[src/rtl/instruction_fetch_stage.sv]
// instruction_fetch_stage
// IF stage plus IF/ID pipeline register for the RV32IM pipeline.
// Owns the fetch PC and drives a request/busywait instruction-memory read.
// It presents {INSTRUCTION, PC_OUT, PC_PLUS4, VALID} to the ID stage.
// A one-entry skid buffer captures a fetch that completes while ID is stalled.
// A redirect that arrives while a read is outstanding drains that read,
// because an issued request is never aborted.
// Optional build macro: FETCH_PERF_EN enables the FETCH_BUBBLES counter.
// When it is undefined, FETCH_BUBBLES is tied to zero.
module instruction_fetch_stage #(
    parameter logic [31:0] RESET_PC  = 32'h0000_0000,
    parameter logic [31:0] NOP_INSTR = 32'h0000_0013
) (
    input  logic        CLK,
    input  logic        RESET,
    input  logic        STALL,
    input  logic        BRANCH_TAKEN,
    input  logic [31:0] BRANCH_TARGET,
    output logic        IMEM_READ,
    output logic [31:0] IMEM_ADDR,
    input  logic [31:0] IMEM_READDATA,
    input  logic        IMEM_BUSYWAIT,
    output logic [31:0] INSTRUCTION,
    output logic [31:0] PC_OUT,
    output logic [31:0] PC_PLUS4,
    output logic        VALID,
    output logic [31:0] FETCH_BUBBLES
);

    // Fetch controller states.
    // HOLD means the skid buffer is full.
    // DRAIN means an outstanding read will be thrown away.
    typedef enum logic [1:0] {
        ST_BOOT  = 2'd0,
        ST_FETCH = 2'd1,
        ST_HOLD  = 2'd2,
        ST_DRAIN = 2'd3
    } state_t;

    // Redirect addresses are always word aligned; the low two bits are dropped.
    function automatic logic [31:0] align_word(input logic [31:0] addr);
        return addr & 32'hFFFF_FFFC;
    endfunction

    // Sequential PC step; wraps modulo 2^32.
    function automatic logic [31:0] pc_inc(input logic [31:0] addr);
        return addr + 32'd4;
    endfunction

    // Architectural state
    state_t      state_r;
    logic [31:0] pc_r;            // next fetch address, doubles as IMEM_ADDR
    logic        imem_read_r;
    logic [31:0] target_r;        // redirect target remembered while draining
    logic [31:0] skid_instr_r;
    logic [31:0] skid_pc_r;
    logic [31:0] if_instr_r;
    logic [31:0] if_pc_r;
    logic [31:0] if_pc4_r;
    logic        if_valid_r;

    // Next-state values
    state_t      state_s;
    logic [31:0] pc_s;
    logic        imem_read_s;
    logic [31:0] target_s;
    logic [31:0] skid_instr_s;
    logic [31:0] skid_pc_s;
    logic [31:0] if_instr_s;
    logic [31:0] if_pc_s;
    logic [31:0] if_pc4_s;
    logic        if_valid_s;

    // IF/ID load selects
    logic        ld_bubble_s;
    logic        ld_mem_s;
    logic        ld_skid_s;
    logic        done_s;
    logic [31:0] redirect_s;
    logic [31:0] drain_tgt_s;

    // A transfer completes at an edge where a read is requested and memory is ready.
    assign done_s     = imem_read_r & ~IMEM_BUSYWAIT;
    assign redirect_s = align_word(BRANCH_TARGET);

    // Fetch control: PC sequencing, skid capture, drain bookkeeping.
    // Also selects what IF/ID loads.
    always_comb begin
        state_s      = state_r;
        pc_s         = pc_r;
        imem_read_s  = imem_read_r;
        target_s     = target_r;
        skid_instr_s = skid_instr_r;
        skid_pc_s    = skid_pc_r;
        ld_bubble_s  = 1'b0;
        ld_mem_s     = 1'b0;
        ld_skid_s    = 1'b0;
        drain_tgt_s  = target_r;

        case (state_r)
            ST_BOOT: begin
                // One idle cycle after reset before the first request.
                state_s     = ST_FETCH;
                imem_read_s = 1'b1;
            end

            ST_FETCH: begin
                if (BRANCH_TAKEN) begin
                    ld_bubble_s = 1'b1;
                    if (done_s) begin
                        // Fetched word is on the wrong path: drop it and redirect now.
                        pc_s = redirect_s;
                    end else begin
                        // Read still in flight: remember target, wait it out.
                        target_s = redirect_s;
                        state_s  = ST_DRAIN;
                    end
                end else if (done_s) begin
                    pc_s = pc_inc(pc_r);
                    if (STALL) begin
                        // ID cannot accept: park the word in the skid buffer.
                        skid_instr_s = IMEM_READDATA;
                        skid_pc_s    = pc_r;
                        state_s      = ST_HOLD;
                        imem_read_s  = 1'b0;
                    end else begin
                        ld_mem_s = 1'b1;
                    end
                end else if (!STALL) begin
                    ld_bubble_s = 1'b1;
                end else begin
                    // Stalled with nothing new: IF/ID keeps its entry.
                    ld_bubble_s = 1'b0;
                end
            end

            ST_HOLD: begin
                if (BRANCH_TAKEN) begin
                    // Redirect wins over stall; the skid entry is wrong-path.
                    ld_bubble_s = 1'b1;
                    pc_s        = redirect_s;
                    state_s     = ST_FETCH;
                    imem_read_s = 1'b1;
                end else if (!STALL) begin
                    ld_skid_s   = 1'b1;
                    state_s     = ST_FETCH;
                    imem_read_s = 1'b1;
                end else begin
                    // Still stalled: skid and IF/ID both hold.
                    state_s = ST_HOLD;
                end
            end

            ST_DRAIN: begin
                // A newer redirect replaces the remembered one.
                if (BRANCH_TAKEN) begin
                    drain_tgt_s = redirect_s;
                end else begin
                    drain_tgt_s = target_r;
                end
                target_s = drain_tgt_s;
                if (done_s) begin
                    pc_s    = drain_tgt_s;
                    state_s = ST_FETCH;
                end else begin
                    state_s = ST_DRAIN;
                end
                if (BRANCH_TAKEN || !STALL) begin
                    ld_bubble_s = 1'b1;
                end else begin
                    ld_bubble_s = 1'b0;
                end
            end

            default: begin
                state_s     = ST_BOOT;
                imem_read_s = 1'b0;
            end
        endcase
    end

    // IF/ID next value: bubble, fresh memory word, skid entry, or hold.
    always_comb begin
        if_instr_s = if_instr_r;
        if_pc_s    = if_pc_r;
        if_pc4_s   = if_pc4_r;
        if_valid_s = if_valid_r;
        if (ld_bubble_s) begin
            if_instr_s = NOP_INSTR;
            if_valid_s = 1'b0;
        end else if (ld_mem_s) begin
            if_instr_s = IMEM_READDATA;
            if_pc_s    = pc_r;
            if_pc4_s   = pc_inc(pc_r);
            if_valid_s = 1'b1;
        end else if (ld_skid_s) begin
            if_instr_s = skid_instr_r;
            if_pc_s    = skid_pc_r;
            if_pc4_s   = pc_inc(skid_pc_r);
            if_valid_s = 1'b1;
        end else begin
            if_valid_s = if_valid_r;
        end
    end

    // State, PC, handshake and IF/ID registers with asynchronous reset.
    always_ff @(posedge CLK or posedge RESET) begin
        if (RESET) begin
            state_r      <= ST_BOOT;
            pc_r         <= RESET_PC;
            imem_read_r  <= 1'b0;
            target_r     <= RESET_PC;
            skid_instr_r <= NOP_INSTR;
            skid_pc_r    <= RESET_PC;
            if_instr_r   <= NOP_INSTR;
            if_pc_r      <= RESET_PC;
            if_pc4_r     <= pc_inc(RESET_PC);
            if_valid_r   <= 1'b0;
        end else begin
            state_r      <= state_s;
            pc_r         <= pc_s;
            imem_read_r  <= imem_read_s;
            target_r     <= target_s;
            skid_instr_r <= skid_instr_s;
            skid_pc_r    <= skid_pc_s;
            if_instr_r   <= if_instr_s;
            if_pc_r      <= if_pc_s;
            if_pc4_r     <= if_pc4_s;
            if_valid_r   <= if_valid_s;
        end
    end

    assign IMEM_READ   = imem_read_r;
    assign IMEM_ADDR   = pc_r;
    assign INSTRUCTION = if_instr_r;
    assign PC_OUT      = if_pc_r;
    assign PC_PLUS4    = if_pc4_r;
    assign VALID       = if_valid_r;

`ifdef FETCH_PERF_EN
    logic [31:0] bubbles_r;

    // Count every bubble written into IF/ID after boot, saturating at all-ones.
    always_ff @(posedge CLK or posedge RESET) begin
        if (RESET) begin
            bubbles_r <= 32'h0000_0000;
        end else if (ld_bubble_s && (bubbles_r != 32'hFFFF_FFFF)) begin
            bubbles_r <= bubbles_r + 32'd1;
        end else begin
            bubbles_r <= bubbles_r;
        end
    end

    assign FETCH_BUBBLES = bubbles_r;
`else
    assign FETCH_BUBBLES = 32'h0000_0000;
`endif

endmodule

[config.mk]
export PLATFORM = sky130hd
export DESIGN_NAME = instruction_fetch_stage
export DESIGN_NICKNAME = d
export VERILOG_FILES = /design/src/rtl/instruction_fetch_stage.sv
export SDC_FILE = /design/constraint.sdc
export NUM_CORES = 1
export LEC_CHECK = 0
export CORE_ASPECT_RATIO = 1.2
export CORE_MARGIN = 2
export CORE_UTILIZATION = 50
export CTS_CLUSTER_SIZE = 14
export DETAILED_ROUTE_END_ITERATION = 8
export HOLD_SLACK_MARGIN = 0.05
export MAX_ROUTING_LAYER = met4
export PLACE_DENSITY = 0.83
export SLEW_MARGIN = 5
export SYNTH_ARGS = -nofsm -noshare
export SYNTH_HDL_FRONTEND = slang
export SYNTH_SLANG_ARGS = --single-unit
[constraint.sdc]
create_clock -name CLK -period 10.9 [get_ports CLK]
set_input_delay 3.27 -clock CLK [delete_from_list [all_inputs] [get_ports CLK]]
set_output_delay 3.27 -clock CLK [all_outputs]
set_load 0.02 [all_outputs]
==> results_dict.tcl, run 1 <==
set metrics [dict create \
    status "finished, final reports clean" \
    cts_tree "yes" \
    clk_pin_slew_ns 0.06 \
    grt_max_degree 144 \
    ys_seq_elements 226 \
    cp.arrival_ns 6.04 \
    diodes 0 \
    r2r-start "state_r[1]$_DFFE_PP0P_" \
    tns_ns 0 \
    cp_max_fo 82 \
    timing.max_cap.violations 0 \
    p_leak_nw 5.98 \
    fin_ws_ns 5.25 \
    grt_usage 0.250 \
    grt_pass1_vias 8938 \
    drive_gt1_frac 0.123 \
    ys_warn_count 0 \
    synth_top_family_by_area "simple AND/OR/NAND/NOR gates" \
    num-fill-cells 1746 \
    yosysUniqueCellTypes 62 \
    setup_violations 0 \
    dp_hpwl_um 20000 \
    critPathCaptureType "flip-flop" \
    clk_latency_ns 0.52 \
    rsz0062_at_grt "false" \
    grt_pass1_wl_um 47200 \
    synth_adder_area_share 0.00218 \
    start_util 0.511 \
    peakVddDrop_uv 117 \
    final_common_cell "dfrtp_1" \
    place_ws_ns 4.76 \
    finalCritPeriodShare 0.519 \
    overflow 0 \
    ctsHoldBuffers 0 \
    max_freq_mhz 177 \
    ant_nets 0 \
    postSynthAreaPerCell_um2 9.93 \
    yosysSeqAreaShare 0.494 \
    worst-r2r-setup-slack_ns 7.61 \
    drt_iter0_drc 770 \
    dieArea_um2 24200 \
    fin_nets 1367 \
    relSlewSlack 0.186 \
    hp-class "flip-flop to flip-flop" \
    num_vias 9272 \
    layout_common_cells "219 x dfrtp_1, 196 x clkdlybuf4s50_1, 189 x nand2_1, 91 x mux2_2, 75 x o21ai_0" \
    via_per_inst 5.82 \
    cts_resized 0 \
    cts.path.max_buffers 3 \
    area_growth_pct 24.7 \
    start_kind "input port" \
    worst_slew_pin_slew_ns 1.22 \
    synth_mux_area_frac 0.129 \
    synth_edf_count 0 \
    holdWs_ns 0.462 \
    crit_required_ns 11.29 \
    antenna_found_initial 0 \
    final-hold-violation-count 0 \
    regToRegEndpoint "IMEM_ADDR[11]$_DFFE_PP0P_" \
    wl_per_cell_um 18.5 \
    async_flop_share 1.00 \
    drtPass1Iterations 5 \
    yosysTopAreaCell "dfrtp_1" \
    synth-simple-area-share 0.150 \
    cts_setup_buffers 0 \
    synth_compound_area_frac 0.133 \
    cts.sinks 226 \
    crit_type "input port to flip-flop" \
    die_x_um 142 \
    route.detailed.drc 0 \
    postSynthCellCount 1154 \
    hp-start "INSTRUCTION[4]$_DFFE_PP1P_" \
    htreeDepth 1 \
    netlist.area_leader.share 0.478 \
    power-per-cell-area_nw_per_um2 238 \
    whs_path_depth 2 \
    numPortBuffers 196 \
    r2r.worst_path.cells 5 \
    syn_area_um2 11500 \
    die_y_um 170 \
    core_um2 22400 \
    numCtsBuffers 24 \
    std_cell_rows 60 \
    synth.area.top_cells "dfrtp_1 48%, mux2_2 8.9%, nand2_1 6.2%" \
    min_to "INSTRUCTION[4]$_DFFE_PP1P_" \
    cts_root_buf "clkbuf_16" \
    boundaryPins 231 \
    gp_congestion 0.904 \
    period_minus_slack_ns 5.65 \
    fin_skew_ns 0.0183 \
    maxSlewViolCount 0 \
    synthXorXnorAreaFrac 0.0352 \
    totalWireLength_um 29500 \
    synthFlopType "dfrtp_1" \
]
[synth_stat cells (4+ instances only)]
library cell  count
dfrtp_1         219
nand2_1         190
mux2_2           91
o21ai_0          75
clkbuf_1         64
nor2_1           63
mux2i_1          45
buf_4            36
a31oi_1          35
a21oi_1          34
xnor2_1          30
nand3_1          29
nand4_1          22
nor3_1           17
xor2_1           16
inv_1            12
and4_1           11
o2bb2ai_1        11
and3_1           10
nor4_1           10
buf_1             9
buf_2             9
o2bb2a_1          9
o31ai_1           9
o22a_1            8
dfstp_2           7
o221ai_1          6
o22ai_1           6
a2bb2oi_1         5
nor2b_1           5
a32oi_1           4
nand2b_1          4
o21a_1            4
or4_1             4
[worst max-delay path by stage]
stage                  from                         to  slack (ns)  cells after the start
2_1_floorplan         RESET   IMEM_ADDR[0]$_DFFE_PP0P_        1.45                      1
3_3_place_gp   BRANCH_TAKEN   PC_PLUS4[20]$_DFFE_PP0P_        4.78                      5
3_5_place_dp   BRANCH_TAKEN   PC_PLUS4[20]$_DFFE_PP0P_        4.76                      5
4_1_cts        BRANCH_TAKEN   PC_PLUS4[20]$_DFFE_PP0P_        5.26                      5
5_1_grt        BRANCH_TAKEN  IMEM_ADDR[11]$_DFFE_PP0P_        5.10                      5
6_report       BRANCH_TAKEN   PC_PLUS4[20]$_DFFE_PP0P_        5.25                      5
[flip-flops by register name (all words and copies together) (netlist names)]
name and count:
skid_pc_r 32, state_r 2, PC_PLUS4 30, VALID 1, IMEM_READ 1, PC_OUT 32
IMEM_ADDR 32, INSTRUCTION 32, target_r 32, skid_instr_r 32
[worst max-delay path, stage by stage]
cell,delay (ns)
clkdlybuf4s50_1,0.86
nor3_2,0.34
buf_4,0.88
nor2_1,0.25
a221o_1,0.39
[report_power, final]
part,total (W),switching (W),internal [W]
clock network,0.000913,0.000340,0.000573
logic,0.00106,0.000528,0.000536
registers,0.00142,0.000321,0.00110
[through the flow]
| step | area, µm² | total power, W | utilization | cells |
|---|---|---|---|---|
| floorplan | 11600 | 0.00198 | - | 1185 |
| global placement | 13400 | 0.00244 | 0.597 | 1549 |
| detailed placement | 13400 | 0.00248 | 0.597 | 1549 |
| CTS | 14300 | 0.00340 | 0.637 | 1593 |
| global route | 14300 | 0.00356 | 0.637 | 1593 |
| finish | 14300 | 0.00339 | 0.637 | 1593 |
[metal layers]
metal  up-vias  global-route usage  routed length [µm]
met4         0              0.0848                1010
met1      4473               0.326               12400
met5         -                   -                   0
met3        78              0.0394                2270
met2       393               0.400               13800
li1       4328                   -                   -
[layout make-up]
type | count | area [µm²] | area share
Clock buffer | 34 | 709 | 0.0497
Clock inverter | 10 | 184 | 0.0129
Inverter | 12 | 52.6 | 0.00368
Multi-Input combinational cell | 827 | 5300 | 0.371
Sequential cell | 226 | 5660 | 0.396
Tap cell | 279 | 349 | 0.0244
Timing Repair Buffer | 205 | 2030 | 0.142
[logic make-up after synthesis]
family / Yosys count
mux: 136
buf+inv: 132
fa+ha+maj: 2
compound gates: 233
other cells: 1
xor+xnor: 46
flops: 226
simple gates: 378
Note: power is estimated with default switching activity, not from simulation.
==> inputs of run 2 (changes only) <==
==> constraint.sdc (replaced) <==
create_clock -name CLK -period 5.9 [get_ports CLK]
set_input_delay 1.77 -clock CLK [delete_from_list [all_inputs] [get_ports CLK]]
set_output_delay 1.77 -clock CLK [all_outputs]
set_load 0.02 [all_outputs]
==> results_dict.tcl, run 2 (same netlist as run 1, synthesis figures left out) <==
set metrics [dict create \
    drtPass1Iterations 6 \
    p_leak_nw 5.93 \
    max_freq_mhz 265 \
    setup_violations 0 \
    drive_gt1_frac 0.123 \
    timing.max_cap.violations 0 \
    fin_nets 1372 \
    cp_max_fo 27 \
    numPortBuffers 196 \
    diodes 0 \
    worst_slew_pin_slew_ns 1.19 \
    num_vias 9237 \
    grt_pass1_vias 8895 \
    ctsHoldBuffers 0 \
    cts.sinks 226 \
    cp.arrival_ns 4.15 \
    via_per_inst 5.79 \
    regToRegEndpoint "IMEM_ADDR[11]$_DFFE_PP0P_" \
    dieArea_um2 24200 \
    maxSlewViolCount 0 \
    cts_root_buf "clkbuf_16" \
    layout_common_cells "219 x dfrtp_1, 196 x clkdlybuf4s50_1, 189 x nand2_1, 91 x mux2_2, 75 x o21ai_0" \
    wl_per_cell_um 18.6 \
    dp_hpwl_um 20800 \
    power-per-cell-area_nw_per_um2 420 \
    gp_congestion 0.931 \
    cts_setup_buffers 0 \
    multi_input_area_um2 5300 \
    boundaryPins 231 \
    ant_nets 0 \
    totalWireLength_um 29600 \
    overflow 0 \
    htreeDepth 1 \
    clk_latency_ns 0.51 \
    period_minus_slack_ns 3.77 \
    core_um2 22400 \
    peakVddDrop_uv 235 \
    r2r-start "state_r[1]$_DFFE_PP0P_" \
    std_cell_rows 60 \
    relSlewSlack 0.203 \
    postLayoutCoreUtil 0.632 \
    hp-start "INSTRUCTION[4]$_DFFE_PP1P_" \
    worst-r2r-setup-slack_ns 2.67 \
    start_kind "input port" \
    critPathCaptureType "flip-flop" \
    route.detailed.drc 0 \
    final-hold-violation-count 0 \
    die_x_um 142 \
    crit_type "input port to flip-flop" \
    cts.path.max_buffers 3 \
    cts_resized 0 \
    grt_pass1_wl_um 47000 \
    numCtsBuffers 22 \
    status "finished, final reports clean" \
    finalCritPeriodShare 0.640 \
    area_growth_pct 23.8 \
    grt_usage 0.249 \
    final_common_cell "dfrtp_1" \
    regArea_um2 5660 \
    start_util 0.511 \
    cts_tree "yes" \
    antenna_found_initial 0 \
    tns_ns 0 \
    drt_iter0_drc 711 \
    hp-class "flip-flop to flip-flop" \
    die_y_um 170 \
    num-fill-cells 1772 \
    rsz0062_at_grt "false" \
    grt_max_degree 93 \
    crit_required_ns 6.27 \
    min_to "INSTRUCTION[4]$_DFFE_PP1P_" \
    fin_skew_ns 0.0117 \
    r2r.worst_path.cells 5 \
    clk_pin_slew_ns 0.06 \
    whs_path_depth 2 \
]
## run 2: final cells by class
class / count / area share
Sequential cell: 226 / 0.399
Multi-Input combinational cell: 827 / 0.373
Tap cell: 279 / 0.0246
Timing Repair Buffer: 212 / 0.150
Clock buffer: 35 / 0.0480
Clock inverter: 4 / 0.00141
Inverter: 12 / 0.00344
## run 2: critical path: stages
cell and delay [ns]:
clkdlybuf4s50_1 0.81, nor3_1 0.19, nand2_2 0.50, buf_4 0.46, mux2_2 0.39
## run 2: how the worst max path moves through the flow
stage,from,end,cells after the start
after floorplan,RESET,IMEM_ADDR[0]$_DFFE_PP0P_,1
after global placement,BRANCH_TAKEN,PC_PLUS4[5]$_DFFE_PP0P_,6
after detailed placement,BRANCH_TAKEN,skid_instr_r[7]$_DFFE_PP0P_,5
after CTS,BRANCH_TAKEN,skid_instr_r[30]$_DFFE_PP0P_,5
after global routing,IMEM_BUSYWAIT,IMEM_ADDR[11]$_DFFE_PP0P_,6
final,BRANCH_TAKEN,skid_instr_r[30]$_DFFE_PP0P_,5
## run 2: power breakdown
group | total (W) | switching (W) | internal (W)
Clock | 0.00136 | 0.000573 | 0.000788
Sequential | 0.00263 | 0.000604 | 0.00202
Combinational | 0.00197 | 0.000972 | 0.000994
## run 2: metal layers
metal | global-route usage | share of wire | up-vias
met4 | 0.0804 | 0.026 | 0
met2 | 0.396 | 0.48 | 353
met5 | - | 0 | -
li1 | - | - | 4331
met3 | 0.0366 | 0.063 | 56
met1 | 0.331 | 0.43 | 4497
## run 2: stage by stage
stage / area (µm²) / hold slack (ns) / power, W / std cells / setup slack, ns
after floorplan: 11600 / 0.464 / 0.00365 / 1185 / 1.18
after global placement: 13500 / 0.448 / 0.00452 / 1556 / 1.68
after detailed placement: 13500 / 0.451 / 0.00460 / 1556 / 1.65
after CTS: 14200 / 0.461 / 0.00597 / 1595 / 2.16
after global routing: 14200 / 0.471 / 0.00625 / 1595 / 1.91
final: 14200 / 0.459 / 0.00595 / 1595 / 2.13
==> inputs of run 3 (changes only) <==
==> constraint.sdc (replaced) <==
create_clock -name CLK -period 4 [get_ports CLK]
set_input_delay 1.2 -clock CLK [delete_from_list [all_inputs] [get_ports CLK]]
set_output_delay 1.2 -clock CLK [all_outputs]
set_load 0.02 [all_outputs]
==> results_dict.tcl, run 3 (same netlist as run 1, synthesis figures left out) <==
set metrics [dict create \
    grt_usage 0.249 \
    postLayoutCoreUtil 0.640 \
    layout_common_cells "219 x dfrtp_1, 196 x clkdlybuf4s50_1, 189 x nand2_1, 91 x mux2_2, 75 x o21ai_0" \
    antenna_found_initial 0 \
    cts_setup_buffers 0 \
    worst_slew_pin_slew_ns 0.821 \
    timing.max_cap.violations 0 \
    holdWs_ns 0.460 \
    crit_required_ns 2.80 \
    via_per_inst 5.81 \
    num_vias 9319 \
    status "finished, final reports clean" \
    power-per-cell-area_nw_per_um2 624 \
    hp-class "flip-flop to flip-flop" \
    htreeDepth 1 \
    grt_max_degree 125 \
    fin_ws_ns 1.01 \
    dp_cells 1563 \
    final_common_cell "dfrtp_1" \
    grt_pass1_wl_um 46900 \
    gp_congestion 0.875 \
    crit_chain "clkdlybuf4s50_1" \
    grt_pass1_vias 8937 \
    clk_pin_slew_ns 0.06 \
    fin_skew_ns 0.0118 \
    final-hold-violation-count 0 \
    cp.arrival_ns 1.79 \
    cp_slowest_cell "clkdlybuf4s50_1" \
    cts.path.max_buffers 3 \
    drive_gt1_frac 0.131 \
    cts_root_buf "clkbuf_16" \
    start_util 0.511 \
    setup_violations 0 \
    die_x_um 142 \
    ctsHoldBuffers 0 \
    max_freq_mhz 335 \
    cts_tree "yes" \
    dieArea_um2 24200 \
    core_um2 22400 \
    clk_latency_ns 0.51 \
    finalCritPeriodShare 0.747 \
    numPortBuffers 196 \
    final_area_um2 14400 \
    critPathCaptureType "primary output" \
    cts.sinks 226 \
    final_cells 1604 \
    start_kind "flip-flop" \
    dp_hpwl_um 20900 \
    cts_resized 0 \
    period_minus_slack_ns 2.99 \
    area_growth_pct 25.3 \
    crit_type "flip-flop to primary output" \
    maxSlewViolCount 0 \
    totalWireLength_um 29700 \
    ant_nets 0 \
    std_cell_rows 60 \
    numCtsBuffers 23 \
    max_stage_delay_ns 0.69 \
    route.detailed.drc 0 \
    drt_iter0_drc 674 \
    critPathTopFamily "buffers and inverters" \
    rsz0062_at_grt "false" \
    cp_max_fo 11 \
    dpl_cell_area_um2 13600 \
    die_y_um 170 \
    fin_nets 1380 \
    place_ws_ns 0.553 \
    p_leak_nw 6.02 \
    path_buf_inv 1 \
    relSlewSlack 0.448 \
    boundaryPins 231 \
    overflow 0 \
    diodes 0 \
    wl_per_cell_um 18.5 \
    peakVddDrop_uv 310 \
    drtPass1Iterations 6 \
]
run 3: cell types whose count changed in the layout (fill, tap and decap cells not counted), sizes merged:
cell      change
buf           +7
bufinv        +2
clkbuf        -2
clkinv        +1
clkinvlp      +1
run 3: metal layers:
layer | GRT usage | share of wire
met1 | 0.330 | 0.42
met2 | 0.405 | 0.48
met3 | 0.0267 | 0.066
met4 | 0.0796 | 0.031
met5 | - | 0
run 3: power by group:
| part | internal, W | switching (W) |
|---|---|---|
| Clock | 0.00131 | 0.000880 |
| Sequential | 0.00299 | 0.000892 |
| Combinational | 0.00147 | 0.00143 |
run 3: final cells by class:
cell class                 instances  area [µm²]
sequential                       226        5660
timing repair buffer             219        2220
clock buffer                      33         683
multi-input combinational        827        5300
fill                            1782        8090
clock inverter                     8        92.6
inverter                          12        48.8
tap                              279         349
run 3: worst paths after layout:
kind | from | to | slack (ns) | cells past startpoint
worst max-delay path | IMEM_ADDR[10]$_DFFE_PP0P_ | IMEM_ADDR[10] | 1.01 | 1
worst min-delay path | PC_PLUS4[2]$_DFFE_PP1P_ | PC_PLUS4[2]$_DFFE_PP1P_ | 0.46 | 2
worst max register to register | IMEM_ADDR[2]$_DFFE_PP0P_ | PC_PLUS4[30]$_DFFE_PP0P_ | 1.29 | 6
worst min register to register | PC_PLUS4[2]$_DFFE_PP1P_ | PC_PLUS4[2]$_DFFE_PP1P_ | 0.46 | 2
max in group asynchronous | RESET | IMEM_ADDR[17]$_DFFE_PP0P_ | 2.19 | 3
min in group asynchronous | RESET | PC_OUT[2]$_DFFE_PP0P_ | 1.18 | 3
run 3: metrics by stage:
stage | setup TNS [ns] | total power [W]
2_1_floorplan | -32.04 | 0.00538
3_3_place_gp | 0 | 0.00667
3_5_place_dp | 0 | 0.00678
4_1_cts | 0 | 0.00898
5_1_grt | 0 | 0.00940
6_report | 0 | 0.00896
